File: config.mk
export PLATFORM = sky130hd
export DESIGN_NAME = mvm_sched
export DESIGN_NICKNAME = d
export VERILOG_FILES = /design/src/rtl/mvm_sched.sv
export SDC_FILE = /design/constraint.sdc
export NUM_CORES = 1
export LEC_CHECK = 0
export CAP_MARGIN = 5
export CORE_MARGIN = 5
export CORE_UTILIZATION = 50
export DETAILED_ROUTE_END_ITERATION = 10
export MAX_ROUTING_LAYER = met4
export PLACE_DENSITY = 0.83
export SYNTH_ARGS = -nofsm -noshare
export SYNTH_HDL_FRONTEND = slang
export SYNTH_SLANG_ARGS = --single-unit
File: constraint.sdc
create_clock -name i_clk_sched -period 5.67 [get_ports i_clk_sched]
set_clock_uncertainty 0.2 [all_clocks]
set_input_delay 1.134 -clock i_clk_sched [delete_from_list [all_inputs] [get_ports i_clk_sched]]
set_output_delay 1.134 -clock i_clk_sched [all_outputs]
set_load 0.01 [all_outputs]
File: src/rtl/mvm_sched.sv
// mvm_sched -- tile scheduler for a matrix-vector-multiply datapath.
//
// Runs a job of i_ntile MVM passes ("tiles"). For each tile it pulses
// o_start_mvm, sweeps the weight-buffer read address across the tile's VLEN
// rows, waits for the datapath's completion level i_ismvm, captures the packed
// result and presents it on a valid/ready handshake. After the last tile is
// transferred it pulses o_done. A job with zero tiles completes immediately.
//
// Optional feature: define MVM_SCHED_TIMEOUT_EN to enable a RUN-state watchdog.
// When TMO RUN cycles pass without i_ismvm, the job is abandoned through ERR
// and the sticky o_err flag is raised. Without the macro, RUN waits forever
// and o_err is constant 0.
//
// Ports:
//   i_clk_sched   clock, all state changes on the rising edge
//   i_rst_sched   asynchronous active-high reset
//   i_req         job request, only looked at while idle
//   i_ntile       tile count of the job, latched when the request is taken
//   o_busy        high whenever the scheduler is not idle
//   o_start_mvm   one-cycle start pulse to the datapath
//   o_w_addr      weight-buffer read address (tile*VLEN + row)
//   i_ismvm       datapath completion level
//   i_wx_result   packed datapath result, element 0 in the LSBs
//   o_res_valid   captured result is being offered
//   i_res_ready   consumer accepts the offered result
//   o_res_data    captured result
//   o_res_tile    tile index belonging to o_res_data
//   o_done        one-cycle job-complete pulse
//   o_err         sticky watchdog error
module mvm_sched #(
    parameter int DW   = 4,
    parameter int VLEN = 4,
    parameter int NT_W = 4,
    parameter int TMO  = 32
) (
    input  logic                            i_clk_sched,
    input  logic                            i_rst_sched,
    input  logic                            i_req,
    input  logic [NT_W-1:0]                 i_ntile,
    output logic                            o_busy,
    output logic                            o_start_mvm,
    output logic [NT_W+$clog2(VLEN)-1:0]    o_w_addr,
    input  logic                            i_ismvm,
    input  logic [VLEN*DW-1:0]              i_wx_result,
    output logic                            o_res_valid,
    input  logic                            i_res_ready,
    output logic [VLEN*DW-1:0]              o_res_data,
    output logic [NT_W-1:0]                 o_res_tile,
    output logic                            o_done,
    output logic                            o_err
);

    localparam int AW = NT_W + $clog2(VLEN);

    localparam logic [2:0] S_IDLE  = 3'd0;
    localparam logic [2:0] S_START = 3'd1;
    localparam logic [2:0] S_RUN   = 3'd2;
    localparam logic [2:0] S_CAPT  = 3'd3;
    localparam logic [2:0] S_OUT   = 3'd4;
    localparam logic [2:0] S_DONE  = 3'd5;
    localparam logic [2:0] S_ERR   = 3'd6;

    logic [2:0]      state_r;
    logic [2:0]      next_state_s;
    logic [NT_W-1:0] tile_r;
    logic [NT_W-1:0] next_tile_s;
    logic [NT_W-1:0] ntile_r;
    logic [AW-1:0]   last_addr_s;
    logic            take_req_s;
    logic            last_tile_s;

`ifdef MVM_SCHED_TIMEOUT_EN
    localparam int WW = $clog2(TMO + 1);
    logic [WW-1:0]   wdog_r;
    logic [WW-1:0]   wdog_next_s;
    logic            wdog_hit_s;
`endif

    // First weight row of a tile.
    function automatic logic [AW-1:0] tile_base(input logic [NT_W-1:0] t);
        return AW'(t) * AW'(VLEN);
    endfunction

    // Request acceptance, last-tile detect and the address the RUN sweep stops at.
    always_comb begin
        take_req_s  = (state_r == S_IDLE) && i_req;
        last_tile_s = (tile_r == (ntile_r - {{(NT_W-1){1'b0}}, 1'b1}));
        last_addr_s = tile_base(tile_r) + AW'(VLEN - 1);
    end

`ifdef MVM_SCHED_TIMEOUT_EN
    // Watchdog fires on the TMO-th RUN cycle without completion.
    always_comb begin
        wdog_hit_s = (wdog_r == WW'(TMO - 1));
    end
`endif

    // Next-state, next-tile and watchdog update.
    always_comb begin
        next_state_s = state_r;
        next_tile_s  = tile_r;
`ifdef MVM_SCHED_TIMEOUT_EN
        wdog_next_s  = wdog_r;
`endif
        case (state_r)
            S_IDLE: begin
                if (i_req) begin
                    if (i_ntile != {NT_W{1'b0}}) begin
                        next_state_s = S_START;
                        next_tile_s  = {NT_W{1'b0}};
                    end else begin
                        next_state_s = S_DONE;
                    end
                end else begin
                    next_state_s = S_IDLE;
                end
            end
            S_START: begin
                next_state_s = S_RUN;
`ifdef MVM_SCHED_TIMEOUT_EN
                wdog_next_s  = {WW{1'b0}};
`endif
            end
            S_RUN: begin
                if (i_ismvm) begin
                    next_state_s = S_CAPT;
                end else begin
`ifdef MVM_SCHED_TIMEOUT_EN
                    if (wdog_hit_s) begin
                        next_state_s = S_ERR;
                    end else begin
                        wdog_next_s  = wdog_r + WW'(1);
                    end
`else
                    next_state_s = S_RUN;
`endif
                end
            end
            S_CAPT: begin
                next_state_s = S_OUT;
            end
            S_OUT: begin
                if (i_res_ready) begin
                    if (last_tile_s) begin
                        next_state_s = S_DONE;
                    end else begin
                        next_state_s = S_START;
                        next_tile_s  = tile_r + {{(NT_W-1){1'b0}}, 1'b1};
                    end
                end else begin
                    next_state_s = S_OUT;
                end
            end
            S_DONE: begin
                next_state_s = S_IDLE;
            end
            S_ERR: begin
                next_state_s = S_IDLE;
            end
            default: begin
                next_state_s = S_IDLE;
            end
        endcase
    end

    // State, counters and all registered outputs. Outputs are decoded from the
    // next state so they line up with the state they describe.
    always_ff @(posedge i_clk_sched or posedge i_rst_sched) begin
        if (i_rst_sched) begin
            state_r     <= S_IDLE;
            tile_r      <= {NT_W{1'b0}};
            ntile_r     <= {NT_W{1'b0}};
            o_busy      <= 1'b0;
            o_start_mvm <= 1'b0;
            o_w_addr    <= {AW{1'b0}};
            o_res_valid <= 1'b0;
            o_res_data  <= {(VLEN*DW){1'b0}};
            o_res_tile  <= {NT_W{1'b0}};
            o_done      <= 1'b0;
            o_err       <= 1'b0;
`ifdef MVM_SCHED_TIMEOUT_EN
            wdog_r      <= {WW{1'b0}};
`endif
        end else begin
            state_r     <= next_state_s;
            tile_r      <= next_tile_s;
            o_busy      <= (next_state_s != S_IDLE);
            o_start_mvm <= (next_state_s == S_START);
            o_res_valid <= (next_state_s == S_OUT);
            o_done      <= (next_state_s == S_DONE);
`ifdef MVM_SCHED_TIMEOUT_EN
            wdog_r      <= wdog_next_s;
`endif

            if (take_req_s) begin
                ntile_r <= i_ntile;
            end else begin
                ntile_r <= ntile_r;
            end

            // Address: tile base on START, then one row per cycle until the
            // tile's last row, where it parks.
            if (next_state_s == S_START) begin
                o_w_addr <= tile_base(next_tile_s);
            end else if ((next_state_s == S_RUN) && (o_w_addr != last_addr_s)) begin
                o_w_addr <= o_w_addr + AW'(1);
            end else begin
                o_w_addr <= o_w_addr;
            end

            // Result is taken during CAPT and then frozen through OUT.
            if (state_r == S_CAPT) begin
                o_res_data <= i_wx_result;
                o_res_tile <= tile_r;
            end else begin
                o_res_data <= o_res_data;
                o_res_tile <= o_res_tile;
            end

`ifdef MVM_SCHED_TIMEOUT_EN
            if (take_req_s) begin
                o_err <= 1'b0;
            end else if (next_state_s == S_ERR) begin
                o_err <= 1'b1;
            end else begin
                o_err <= o_err;
            end
`else
            o_err <= 1'b0;
`endif
        end
    end

endmodule

==> impl_results.md, run 1 <==
- Outcome: completed
- Number of antenna repair diodes: 0
- Core Box Area: 3740 sq um
- Quantity of hold-fixing buffers added after cts: 0
- Initial core utilization: 0.524
- Global route overflow: 0
- Pre-CTS WS: 2210 ps
- Critical path's top delay family: compound AO/OA/AOI/OAI gates
- Reg-to-reg setup timing slack: 2910 ps
- Final routed wire length divided by cell count: 15.3 um
- Layout net count: 253
- Delay of the slowest cell on the worst path: 510 ps
- Worst slew slack as a fraction of its limit: 0.273
- Number of standard cells after synthesis: 173
- Dominant cell by count in the synthesized netlist: sky130_fd_sc_hd__dfrtp_1
- Number of optimization iterations in the first detailed-route pass: 4
- Worst VDD drop: 0.238 mV
- Gpl congestion: 0.813
- Library cell used as clock root buffer: sky130_fd_sc_hd__clkbuf_8
- Total nets after synthesis: 201
- Number of setup buffers added after CTS: 0
- Filler cell count: 276
- Data arrival time of the critical path: 3120 ps
- Ports placed on the boundary: 56
- Max frequency: 318 MHz
- Chain of cells forming the critical path: clkdlybuf4s50_1 > nor4b_4 > inv_2 > o221ai_1 > a21o_1 > nor2_2 > a221o_1
- Worst hold slack after final layout: 280 ps
- Antenna violations before repair: 0
- Met2 track utilization from global routing: 0.292
- Flops & latches, synth: 41
- Unrepaired setup endpoints after global routing: false
- Clock latency on the worst-skew pair: 290 ps
- Number of warnings issued by yosys: 0
- Final Hold Fails: 0
- Post-synthesis cell type with the largest combined area: sky130_fd_sc_hd__dfrtp_1
- Die Area: 5280 sq um
- Maximum count of clock buffers along a single path: 2
- Detail Route Antenna Nets: 0
- Number of global-route vias before repair: 1500
- Post-Layout Cell Count: 274
- Rows: 22
- Synth cell types: 43
- Avg Inst Size Synth: 11.3 sq um
- Die W: 72.7 um
- HP Class: reg2reg
- Leakage power: 1.18 nW
- Layout cell share with drive strength beyond 1: 0.133
- Number of max-cap violations: 0
- Maximum level of the CTS H-tree: 2
- Synthesis-to-finish area growth: 33.5%
- Vert. Die Dim: 72.7 um
- Post-synthesis instance area: 1960 sq um
- Clock-pin slew reported for the worst setup and hold paths after clock tree synthesis: 70 ps
- Count of final setup violators: 0
- Fin Setup TNS: 0 ps
- Largest net degree at the start of global routing: 42
- Sequential-to-total area share from yosys stat: 0.523
- Biggest fanout along the worst timing path: 10
- Area fraction of the dominant cell type after synthesis: 0.523
- Worst setup EP type: flip-flop
- Cell count after placement: 266
- List of most frequent post-synthesis cells: sky130_fd_sc_hd__dfrtp_1 (41), sky130_fd_sc_hd__nand2_1 (19), sky130_fd_sc_hd__mux2_2 (18)
- Highest-delay cell along the critical path: sky130_fd_sc_hd__clkdlybuf4s50_1
- Met3 usage: 0.0317
- GRT Total Usage: 0.182
- Total power density per cell area: 550 nW/um^2
- Worst path buffer plus inverter count: 2
- Worst-margin pin slew: 1090 ps
- Clk sink count: 41
- Vias after detailed routing: 1469
- Post-DP Area: 2500 sq um
- Final Routed Wirelength: 4.20 mm
- Startpoint class of the critical path: input pin
- Post-route DRC: 0
- Clock tree from TritonCTS: built
- Required time of the critical path: 5650 ps
- Kind of critical path: in2reg
- Peak-usage layer in the global routing report: met2
- Number of gates given a new drive strength after cts: 0
- IO Port Bufs: 54
- Count of flip-flops with a built-in enable after synthesis: 0
- Final standard cell utilization of the core: 0.700
- Cells taking the most area after synthesis: sky130_fd_sc_hd__dfrtp_1 (52%), sky130_fd_sc_hd__mux2_2 (10%), sky130_fd_sc_hd__nand2_1 (3.6%)
- Worst setup slack after layout: 2530 ps
- Final critical path time including I/O delays and setup: 3140 ps
- Number of DRC markers after the initial detailed-route iteration: 137
- Post-layout instance area: 2620 sq um
- Most used DFF post-synth: sky130_fd_sc_hd__dfrtp_1
- Post-layout power: 1.44 mW
- Global-route wire length before repair: 7.16 mm
- Fin. max-slew vios: 0
- Vias per cell: 5.36
- Post-synthesis async set-or-reset flop share: 1.00
- HPWL after DPL: 3.07 mm
- Fraction of the cycle the final worst path needs: 0.554
- TritonCTS buffer count: 5
- Met1 Usage GRT: 0.223
==> placed cells by master (no fill, tap or decap), types with 6 or more instances in the layout <==
cell                              synthesis  routed
sky130_fd_sc_hd__dfrtp_1                 41      41
sky130_fd_sc_hd__inv_1                    7       7
sky130_fd_sc_hd__xnor2_1                  6       6
sky130_fd_sc_hd__clkbuf_8                 0       6
sky130_fd_sc_hd__mux2_2                  18      18
sky130_fd_sc_hd__clkdlybuf4s50_1          0      54
sky130_fd_sc_hd__nand2_1                 19      19
sky130_fd_sc_hd__nor2_1                  11      11
==> area by class of cell <==
type | instances | area, sq um | share of cell area
clock buffers | 7 | 86.3 | 0.0330
clock inverters | 1 | 30.0 | 0.0115
inverters | 8 | 30.0 | 0.0115
multi-input cells | 114 | 840 | 0.320
flip-flops and latches | 41 | 1030 | 0.392
well taps | 48 | 60.1 | 0.0229
repair buffers | 55 | 548 | 0.209
==> final timing paths <==
kind / depth (start not counted) / endpoint / start
worst min-delay path: 2 / o_res_tile[0] / o_res_tile[0]
worst max-delay path: 7 / o_w_addr[5] / i_req
worst max register to register: 5 / o_w_addr[5] / state_r[2]
worst min register to register: 2 / o_res_tile[0] / o_res_tile[0]
max in group asynchronous: 3 / o_w_addr[1] / i_rst_sched
min in group asynchronous: 3 / o_res_data[9] / i_rst_sched
==> power breakdown <==
part	internal [mW]	total, mW	switching (mW)
Sequential	0.414	0.525	0.111
Clock	0.143	0.237	0.0936
Combinational	0.365	0.679	0.314
==> sequential cells by signal (all words and copies together) (netlist names) <==
signal	flops
o_res_data	16
o_w_addr	6
ntile_r	4
o_res_tile	4
tile_r	4
state_r	3
o_busy	1
o_done	1
o_res_valid	1
o_start_mvm	1
==> cells by family (layout without fill, tap and decap cells) <==
family                   count (synthesis)  count (layout)  share of synthesized area
AO/OA/AOI/OAI                           28              28                      0.108
buffers and inverters                   18              71                     0.0497
multiplexers                            22              22                      0.124
flip-flops                              41              41                      0.523
adder cells (fa/ha/maj)                  3               3                     0.0191
other                                    1               1                    0.00191
AND/OR/NAND/NOR                         49              49                      0.126
XOR/XNOR                                11              11                     0.0491
==> metal layers <==
layer  routed length, um  vias to the layer above
li1                    -                      704
met4                  95                        0
met1                1780                      711
met2                2120                       45
met5                   0                        -
met3                 204                        9
==> worst register-to-register path, stage by stage (launching register included) <==
cell	delay, ps
sky130_fd_sc_hd__dfrtp_1	500
sky130_fd_sc_hd__nand3b_1	870
sky130_fd_sc_hd__o221ai_1	310
sky130_fd_sc_hd__a21o_1	320
sky130_fd_sc_hd__nor2_2	120
sky130_fd_sc_hd__a221o_1	330
(Power assumes the default switching activity.)
==> run 2: changes to the inputs <==
--- a/config.mk
+++ b/config.mk
@@ -7,10 +7,10 @@
 export LEC_CHECK = 0
 export CAP_MARGIN = 5
 export CORE_MARGIN = 5
-export CORE_UTILIZATION = 50
+export CORE_UTILIZATION = 47
 export DETAILED_ROUTE_END_ITERATION = 10
 export MAX_ROUTING_LAYER = met4
-export PLACE_DENSITY = 0.83
+export PLACE_DENSITY = 0.79
 export SYNTH_ARGS = -nofsm -noshare
 export SYNTH_HDL_FRONTEND = slang
 export SYNTH_SLANG_ARGS = --single-unit
==> constraint.sdc (replaced) <==
create_clock -name i_clk_sched -period 3.2 [get_ports i_clk_sched]
set_clock_uncertainty 0.2 [all_clocks]
set_input_delay 0.64 -clock i_clk_sched [delete_from_list [all_inputs] [get_ports i_clk_sched]]
set_output_delay 0.64 -clock i_clk_sched [all_outputs]
set_load 0.01 [all_outputs]
==> run 2 against run 1 <==
Highest routed layer unchanged. Worst hold slack better by 2.9 ps. Register-to-register slack worse by 2000 ps. Sequential power is 76% higher. Sequential cell count stayed put. Clock-buffer cell count stayed put. Via count is 1.5% lower. Critical path depth is 1 lower. Design area is 0.48% lower. Wire length is 3.0% lower. First-iteration DRC count is 34% lower. Clock power is 41% higher.
==> impl_results.md, run 2 (synthesis gave the netlist of run 1 again) <==
- Worst slew slack as a fraction of its limit: 0.662
- Worst VDD drop: 0.492 mV
- Number of gates given a new drive strength after cts: 0
- Clock-pin slew reported for the worst setup and hold paths after clock tree synthesis: 80 ps
- Layout net count: 255
- Peak-usage layer in the global routing report: met2
- Clock latency on the worst-skew pair: 290 ps
- Global-route wire length before repair: 7.00 mm
- Post-route DRC: 0
- Rows: 23
- Reg-to-reg setup timing slack: 880 ps
- Vias after detailed routing: 1447
- Total power density per cell area: 942 nW/um^2
- Die W: 74.6 um
- Met1 Usage GRT: 0.223
- Global route overflow: 0
- Synthesis-to-finish area growth: 32.8%
- WHS Path Cells: 2
- Worst R2R End: o_w_addr[5]
- Number of optimization iterations in the first detailed-route pass: 4
- Startpoint of the worst register-to-register path: state_r[1]
- Number of antenna repair diodes: 0
- Final routed wire length divided by cell count: 14.7 um
- Worst reg-to-reg path cell count: 6
- Met2 track utilization from global routing: 0.250
- Outcome: completed
- Ports placed on the boundary: 56
- Largest net degree at the start of global routing: 42
- TritonCTS buffer count: 5
- Final critical path time including I/O delays and setup: 2620 ps
- Initial core utilization: 0.487
- Vias per cell: 5.22
- Gpl congestion: 0.795
- Layout cell share with drive strength beyond 1: 0.137
- Fin Setup TNS: 0 ps
- Final Routed Wirelength: 4.07 mm
- Number of global-route vias before repair: 1454
- Number of max-cap violations: 0
- Unrepaired setup endpoints after global routing: false
- Count of final setup violators: 0
- Top library cells by usage in the layout, fill and taps aside: sky130_fd_sc_hd__clkdlybuf4s50_1 (54), sky130_fd_sc_hd__dfrtp_1 (41), sky130_fd_sc_hd__nand2_1 (19), sky130_fd_sc_hd__mux2_2 (18), sky130_fd_sc_hd__nor2_1 (11)
- Worst setup slack after layout: 584 ps
- Startpoint class of the critical path: input pin
- Worst-margin pin slew: 507 ps
- Worst setup path endpoint: o_w_addr[5]
- Core Box Area: 4030 sq um
- Number of setup buffers added after CTS: 0
- Final standard cell utilization of the core: 0.647
- Most common cell after layout, fill and taps aside: sky130_fd_sc_hd__clkdlybuf4s50_1
- Fraction of the cycle the final worst path needs: 0.817
- Detail Route Antenna Nets: 0
- Library cell used as clock root buffer: sky130_fd_sc_hd__clkbuf_8
- Max FFs per register: 16
- Met3 usage: 0.0748
- IO Port Bufs: 54
- Maximum count of clock buffers along a single path: 2
- Vert. Die Dim: 74.6 um
- Number of DRC markers after the initial detailed-route iteration: 90
- Die Area: 5570 sq um
- Required time of the critical path: 3180 ps
- Filler cell count: 337
- Timing startpoint of the critical path: i_ntile[3]
- Worst setup EP type: flip-flop
- Clk sink count: 41
- Pre-CTS WS: 271 ps
- Leading registers by flop count: o_res_data: 16 flops, o_w_addr: 6 flops
- Quantity of hold-fixing buffers added after cts: 0
- Max frequency: 382 MHz
- Data arrival time of the critical path: 2590 ps
- Leakage power: 1.17 nW
- HPWL after DPL: 3.02 mm
- Final Hold Fails: 0
- Antenna violations before repair: 0
- Fin. max-slew vios: 0
- Biggest fanout along the worst timing path: 10
- GRT Total Usage: 0.172
- HP Class: reg2reg
- Kind of critical path: in2reg
- Most flop-heavy register: o_res_data
- Maximum level of the CTS H-tree: 2
- Clock tree from TritonCTS: built
run 2: cell count changes in the layout (fill, tap and decap cells not counted):
cell | before | now
sky130_fd_sc_hd__buf_4 | 1 | 3
sky130_fd_sc_hd__bufinv_16 | 1 | 0
run 2: layout make-up:
cell class                 count  area [sq um]  area share
timing repair buffer          57           563       0.216
inverter                       8          30.0      0.0115
tap                           50          62.6      0.0240
multi-input combinational    114           840       0.322
sequential                    41          1030       0.393
clock buffer                   7          86.3      0.0331
run 2: per-layer routing:
layer  routed length (um)  share of wire  up-vias
met2                 1880           0.46       52
met3                  397          0.097        6
met5                    0              0        -
met4                   41          0.010        0
li1                     -              -      703
met1                 1750           0.43      686
run 2: power by group:
group | switching (mW) | total (mW) | internal, mW
clock | 0.161 | 0.333 | 0.171
sequential | 0.193 | 0.926 | 0.734
combinational | 0.547 | 1.20 | 0.649
total | 0.901 | 2.46 | 1.55
run 2: worst max-delay path, stage by stage:
cell and delay (ps):
sky130_fd_sc_hd__clkdlybuf4s50_1 420, sky130_fd_sc_hd__or4_1 570, sky130_fd_sc_hd__o221ai_1 180, sky130_fd_sc_hd__a21o_1 330
sky130_fd_sc_hd__nor2_2 120, sky130_fd_sc_hd__a221o_1 330
run 2: through the flow:
step           cells  total power [mW]  cell area (sq um)  hold slack (ps)
2_1_floorplan    173              1.68               1960              263
3_3_place_gp     270              2.11               2520              272
3_5_place_dp     270              2.14               2520              276
4_1_cts          277              2.49               2610              292
5_1_grt          277              2.68               2610              329
6_report         277              2.46               2610              283
run 2: worst min-delay path by stage:
stage                  startpoint       endpoint  slack, ps
floorplan              ntile_r[3]     ntile_r[3]        260
global placement    o_res_tile[1]  o_res_tile[1]        270
detailed placement  o_res_tile[1]  o_res_tile[1]        280
CTS                 o_res_tile[1]  o_res_tile[1]        290
global route        o_res_tile[0]  o_res_tile[0]        330
finish              o_res_tile[1]  o_res_tile[1]        280
==> run 3: changes to the inputs <==
--- a/config.mk
+++ b/config.mk
@@ -7,10 +7,10 @@
 export LEC_CHECK = 0
 export CAP_MARGIN = 5
 export CORE_MARGIN = 5
-export CORE_UTILIZATION = 47
+export CORE_UTILIZATION = 43
 export DETAILED_ROUTE_END_ITERATION = 10
 export MAX_ROUTING_LAYER = met4
-export PLACE_DENSITY = 0.79
+export PLACE_DENSITY = 0.76
 export SYNTH_ARGS = -nofsm -noshare
 export SYNTH_HDL_FRONTEND = slang
 export SYNTH_SLANG_ARGS = --single-unit
==> constraint.sdc (replaced) <==
create_clock -name i_clk_sched -period 2.31 [get_ports i_clk_sched]
set_clock_uncertainty 0.2 [all_clocks]
set_input_delay 0.462 -clock i_clk_sched [delete_from_list [all_inputs] [get_ports i_clk_sched]]
set_output_delay 0.462 -clock i_clk_sched [all_outputs]
set_load 0.01 [all_outputs]
==> run 3 against run 2 <==
Combinational power is 56% higher. Core utilization is 0.59 points lower. Total power is 55% higher. Highest routed layer unchanged.
==> impl_results.md, run 3 (synthesis gave the netlist of run 1 again) <==
- Outcome: completed
- Maximum count of clock buffers along a single path: 2
- Rows: 24
- Met2 layer wire length in the routed design: 1.83 mm
- Post-route DRC: 0
- Data arrival time of the critical path: 2190 ps
- Number of antenna repair diodes: 0
- Vert. Die Dim: 77.6 um
- Uppermost layer routed: met4
- Antenna violations before repair: 0
- Detail Route Antenna Nets: 0
- Unrepaired setup endpoints after global routing: false
- Max FFs per register: 16
- Routed met1 length: 1.87 mm
- GRT Total Usage: 0.145
- IO Port Bufs: 54
- Die Area: 6020 sq um
- Leakage power: 1.29 nW
- Clk sink count: 41
- Worst setup EP type: flip-flop
- Die W: 77.6 um
- Final routed wire length divided by cell count: 13.7 um
- Fin Setup TNS: 0 ps
- Count of final setup violators: 0
- Layout cell share with drive strength beyond 1: 0.219
- Clock-pin slew reported for the worst setup and hold paths after clock tree synthesis: 80 ps
- Vias per cell: 5.04
- Final Routed Wirelength: 4.09 mm
- Number of DRC markers after the initial detailed-route iteration: 25
- Global route overflow: 0
- TritonCTS buffer count: 5
- Clock latency on the worst-skew pair: 290 ps
- Startpoint class of the critical path: input pin
- Highest-delay cell along the critical path: sky130_fd_sc_hd__or4_4
- Required time of the critical path: 2290 ps
- Worst path buffer plus inverter count: 2
- Core Box Area: 4380 sq um
- Fin. max-slew vios: 0
- Largest net degree at the start of global routing: 24
- HPWL after DPL: 3.10 mm
- Most common cell after layout, fill and taps aside: sky130_fd_sc_hd__clkdlybuf4s50_1
- Worst VDD drop: 0.678 mV
- Routed wire length on met3: 332 um
- Chain of cells forming the critical path: clkdlybuf4s50_1 > or4_4 > o221ai_1 > a21o_1 > buf_4 > nor2_1 > o22a_1
- Vias after detailed routing: 1506
- Number of max-cap violations: 0
- Max frequency: 454 MHz
- Fraction of the cycle the final worst path needs: 0.953
- Post-DP Area: 2660 sq um
- Final Hold Fails: 0
- Final critical path time including I/O delays and setup: 2200 ps
- Biggest fanout along the worst timing path: 7
- Critical path's top delay family: simple AND/OR/NAND/NOR gates
- Kind of critical path: in2reg
- Post-layout instance area: 2810 sq um
- Number of optimization iterations in the first detailed-route pass: 4
- Top library cells by usage in the layout, fill and taps aside: sky130_fd_sc_hd__clkdlybuf4s50_1 (54), sky130_fd_sc_hd__dfrtp_1 (41), sky130_fd_sc_hd__buf_4 (22), sky130_fd_sc_hd__nand2_1 (19), sky130_fd_sc_hd__mux2_2 (18)
- Layout net count: 274
- Number of global-route vias before repair: 1506
- Global-route wire length before repair: 6.90 mm
- Library cell used as clock root buffer: sky130_fd_sc_hd__clkbuf_8
- Maximum level of the CTS H-tree: 2
- HP Class: reg2reg
- Most flop-heavy register: o_res_data
- Leading registers by flop count: o_res_data: 16 flops, o_w_addr: 6 flops
- Gpl congestion: 0.789
- Initial core utilization: 0.448
- Worst hold slack after final layout: 288 ps
- Total power density per cell area: 1350 nW/um^2
- Delay of the slowest cell on the worst path: 560 ps
- Ports placed on the boundary: 56
- Clock tree from TritonCTS: built
- Synthesis-to-finish area growth: 43.2%
[run 3: cell count changes in the layout (fill, tap and decap cells not counted), sizes merged]
cell / previous run / this run
clkbuf: 7 / 5
buf: 3 / 22
clkinv: 0 / 1
bufinv: 0 / 2
[run 3: final timing paths]
kind | end | cells after the start | from | slack [ps]
worst max-delay path | o_w_addr[3] | 7 | i_ntile[3] | 110
min in group asynchronous | o_res_tile[1] | 3 | i_rst_sched | 300
worst min-delay path | o_res_tile[1] | 2 | o_res_tile[1] | 290
worst max register to register | o_w_addr[2] | 9 | ntile_r[0] | 140
max in group asynchronous | o_w_addr[1] | 3 | i_rst_sched | 1340
worst min register to register | o_res_tile[1] | 2 | o_res_tile[1] | 290
[run 3: layout make-up]
type | count | area (sq um)
Timing Repair Buffer | 76 | 706
Inverter | 8 | 30.0
Multi-Input combinational cell | 114 | 851
Tap cell | 52 | 65.1
Clock buffer | 5 | 68.8
Sequential cell | 41 | 1030
Fill cell | 358 | 1570
Clock inverter | 3 | 65.1
[run 3: worst reg2reg max path: cells and delay by family, from the launching register on]
kind | cells | cell delay, ps
AO/OA/AOI/OAI | 4 | 730
flip-flops | 1 | 380
buffers and inverters | 2 | 220
XOR/XNOR | 1 | 130
adder cells (fa/ha/maj) | 1 | 310
AND/OR/NAND/NOR | 1 | 100
[run 3: metrics by stage]
step | setup slack (ps) | util | power (mW) | std cells
floorplan | 250 | - | 2.32 | 173
global route | 7.39 | 0.641 | 4.08 | 299
CTS | 94.4 | 0.637 | 3.80 | 298
detailed placement | -226 | 0.606 | 3.11 | 290
global placement | -174 | 0.606 | 3.08 | 290
finish | 109 | 0.641 | 3.80 | 299
[run 3: where the power goes]
group | switching, mW | total (mW) | internal [mW]
registers | 0.232 | 1.25 | 1.02
clock network | 0.248 | 0.677 | 0.429
logic | 0.816 | 1.87 | 1.06
[run 3: repair_timing]
item,4_1_cts,5_1_grt
hold buffers,0,0
setup buffers,0,1
setup endpoints to repair,0,5
resized for setup,0,2
[run 3: metal layers]
metal | vias up | global-route usage
met5 | - | -
met4 | 0 | 0.0464
met3 | 7 | 0.0567
met2 | 45 | 0.214
met1 | 709 | 0.183
li1 | 745 | -
==> patch, RTL diff (config.mk and constraints of run 1) <==
The option `MVM_SCHED_TIMEOUT_EN` is turned on by a define.
--- a/src/rtl/mvm_sched.sv
+++ b/src/rtl/mvm_sched.sv
@@ -27,6 +27,8 @@
 //   o_res_tile    tile index belonging to o_res_data
 //   o_done        one-cycle job-complete pulse
 //   o_err         sticky watchdog error
+`define MVM_SCHED_TIMEOUT_EN
+
 module mvm_sched #(
     parameter int DW   = 4,
     parameter int VLEN = 4,
Function: no difference found for any inputs over 10 cycles, from zero or initial values and one cycle with i_rst_sched high; that may be too few to reach the edited logic, so the function may still have changed.
==> patch against run 1 <==
Sequential cell count is 7 higher; clock power is 9.7% higher; register-to-register slack worse by 0.28 ns; synthesized area is 16% higher; wire length is 12% higher; fmax is 5.0% lower; global-route usage is 1.3 points lower; setup slack worse by 0.17 ns; design area is 14% higher; total power is 8.7% higher; via count is 16% higher; synthesized cell count is 16% higher; worst hold slack better by 0.025 ns; critical path type unchanged; critical endpoint is now o_w_addr[2]; largest cell class unchanged; highest routed layer unchanged.
==> patch: results (changes against run 1) <==
Global route
  – Aggregate global-route resource usage: 0.169 (was 0.182)
  – GR Util met1: 0.220 (was 0.223)
  – Met2 track utilization from global routing: 0.266 (was 0.292)
  – Global-route wire length before repair: 8000 um (was 7160 um)

Power
  – Combinational group share of total power: 0.459 (was 0.471)
  – Switching fraction of total power: 0.354 (was 0.360)
  – Pwr per Cell Area: 526 nW/um2 (was 550 nW/um2)
  – P_leak: 0.00129 uW (was 0.00118 uW)
  – Max VDD drop: 289 uV (was 238 uV)

Synthesis
  – Sequential area share after synthesis: 0.528 (was 0.523)
  – Leading cell types by count after synthesis: sky130_fd_sc_hd__dfrtp_1 (48), sky130_fd_sc_hd__mux2_2 (22), sky130_fd_sc_hd__nand2_1 (15), sky130_fd_sc_hd__nor2_1 (15), sky130_fd_sc_hd__o21ai_0 (9) (was sky130_fd_sc_hd__dfrtp_1 (41), sky130_fd_sc_hd__nand2_1 (19), sky130_fd_sc_hd__mux2_2 (18))
  – Share of cell area taken by muxes after synthesis: 0.118 (was 0.124)
  – Xor/xnor cell area share of the yosys netlist: 0.0539 (was 0.0491)
  – Cell variety after synth: 37 (was 43)
  – Number of cells produced by synthesis: 201 (was 173)
  – Compound-cell area share of the yosys netlist: 0.0825 (was 0.108)
  – Post-Synth Adder-Cell Area: 0.0220 (was 0.0191)

Drt
  – Met2 routed WL: 2290 um (was 2120 um)
  – Routed vias/inst: 5.48 (was 5.36)
  – Total number of vias: 1704 (was 1469)
  – Final routed wirelength across all metal layers: 4710 um (was 4200 um)
  – Met3 routed wirelength: 222 um (was 204 um)

Placed design
  – Count of buffers inserted at the top-level ports: 55 (was 54)
  – Placed cell areas: 2860 um2 (was 2500 um2)
  – Cell total after placement: 303 (was 266)

Critical path
  – Reg2Reg Setup Slack: 2.63 ns (was 2.91 ns)
  – Kind of cell adding the most delay to the critical path: simple AND/OR/NAND/NOR gates (was compound AO/OA/AOI/OAI gates)
  – Number of cell instances on the worst register-to-register path: 6 (was 5)
  – Worst setup path startpoint: i_ismvm (was i_req)
  – Delay of the slowest cell on the worst path: 0.48 ns (was 0.51 ns)
  – Worst EP arrival: 3.35 ns (was 3.12 ns)

CTS
  – Clock transition at path regs: 0.09 ns (was 0.07 ns)

STA
  – Worst Hold Slack: 0.304 ns (was 0.280 ns)

Outcome
  – Run status: finished clean (unchanged)
patch: worst reg2reg max path, cell delays in order, from the launching register on:
cell,delay [ns]
sky130_fd_sc_hd__dfrtp_1,0.57
sky130_fd_sc_hd__nand3b_2,0.55
sky130_fd_sc_hd__o21ai_1,0.23
sky130_fd_sc_hd__or3b_1,0.45
sky130_fd_sc_hd__a221o_2,0.40
sky130_fd_sc_hd__or4b_1,0.48
sky130_fd_sc_hd__nand3_1,0.09
patch: layout make-up:
class / count / area (um2)
inverter: 8 / 30.0
timing repair buffer: 55 / 551
clock buffer: 6 / 82.6
fill: 355 / 1410
sequential: 48 / 1200
clock inverter: 2 / 38.8
tap: 52 / 65.1
multi-input combinational: 140 / 1010
patch: cell families (layout without fill, tap and decap cells):
family	Yosys count	count (layout)
DFF	48	48
buffers and inverters	13	71
muxes	24	24
AOI/OAI and AO/OA	29	29
and+or+nand+nor	69	69
xor gates and xnor gates	14	14
adders and majority gates	4	4
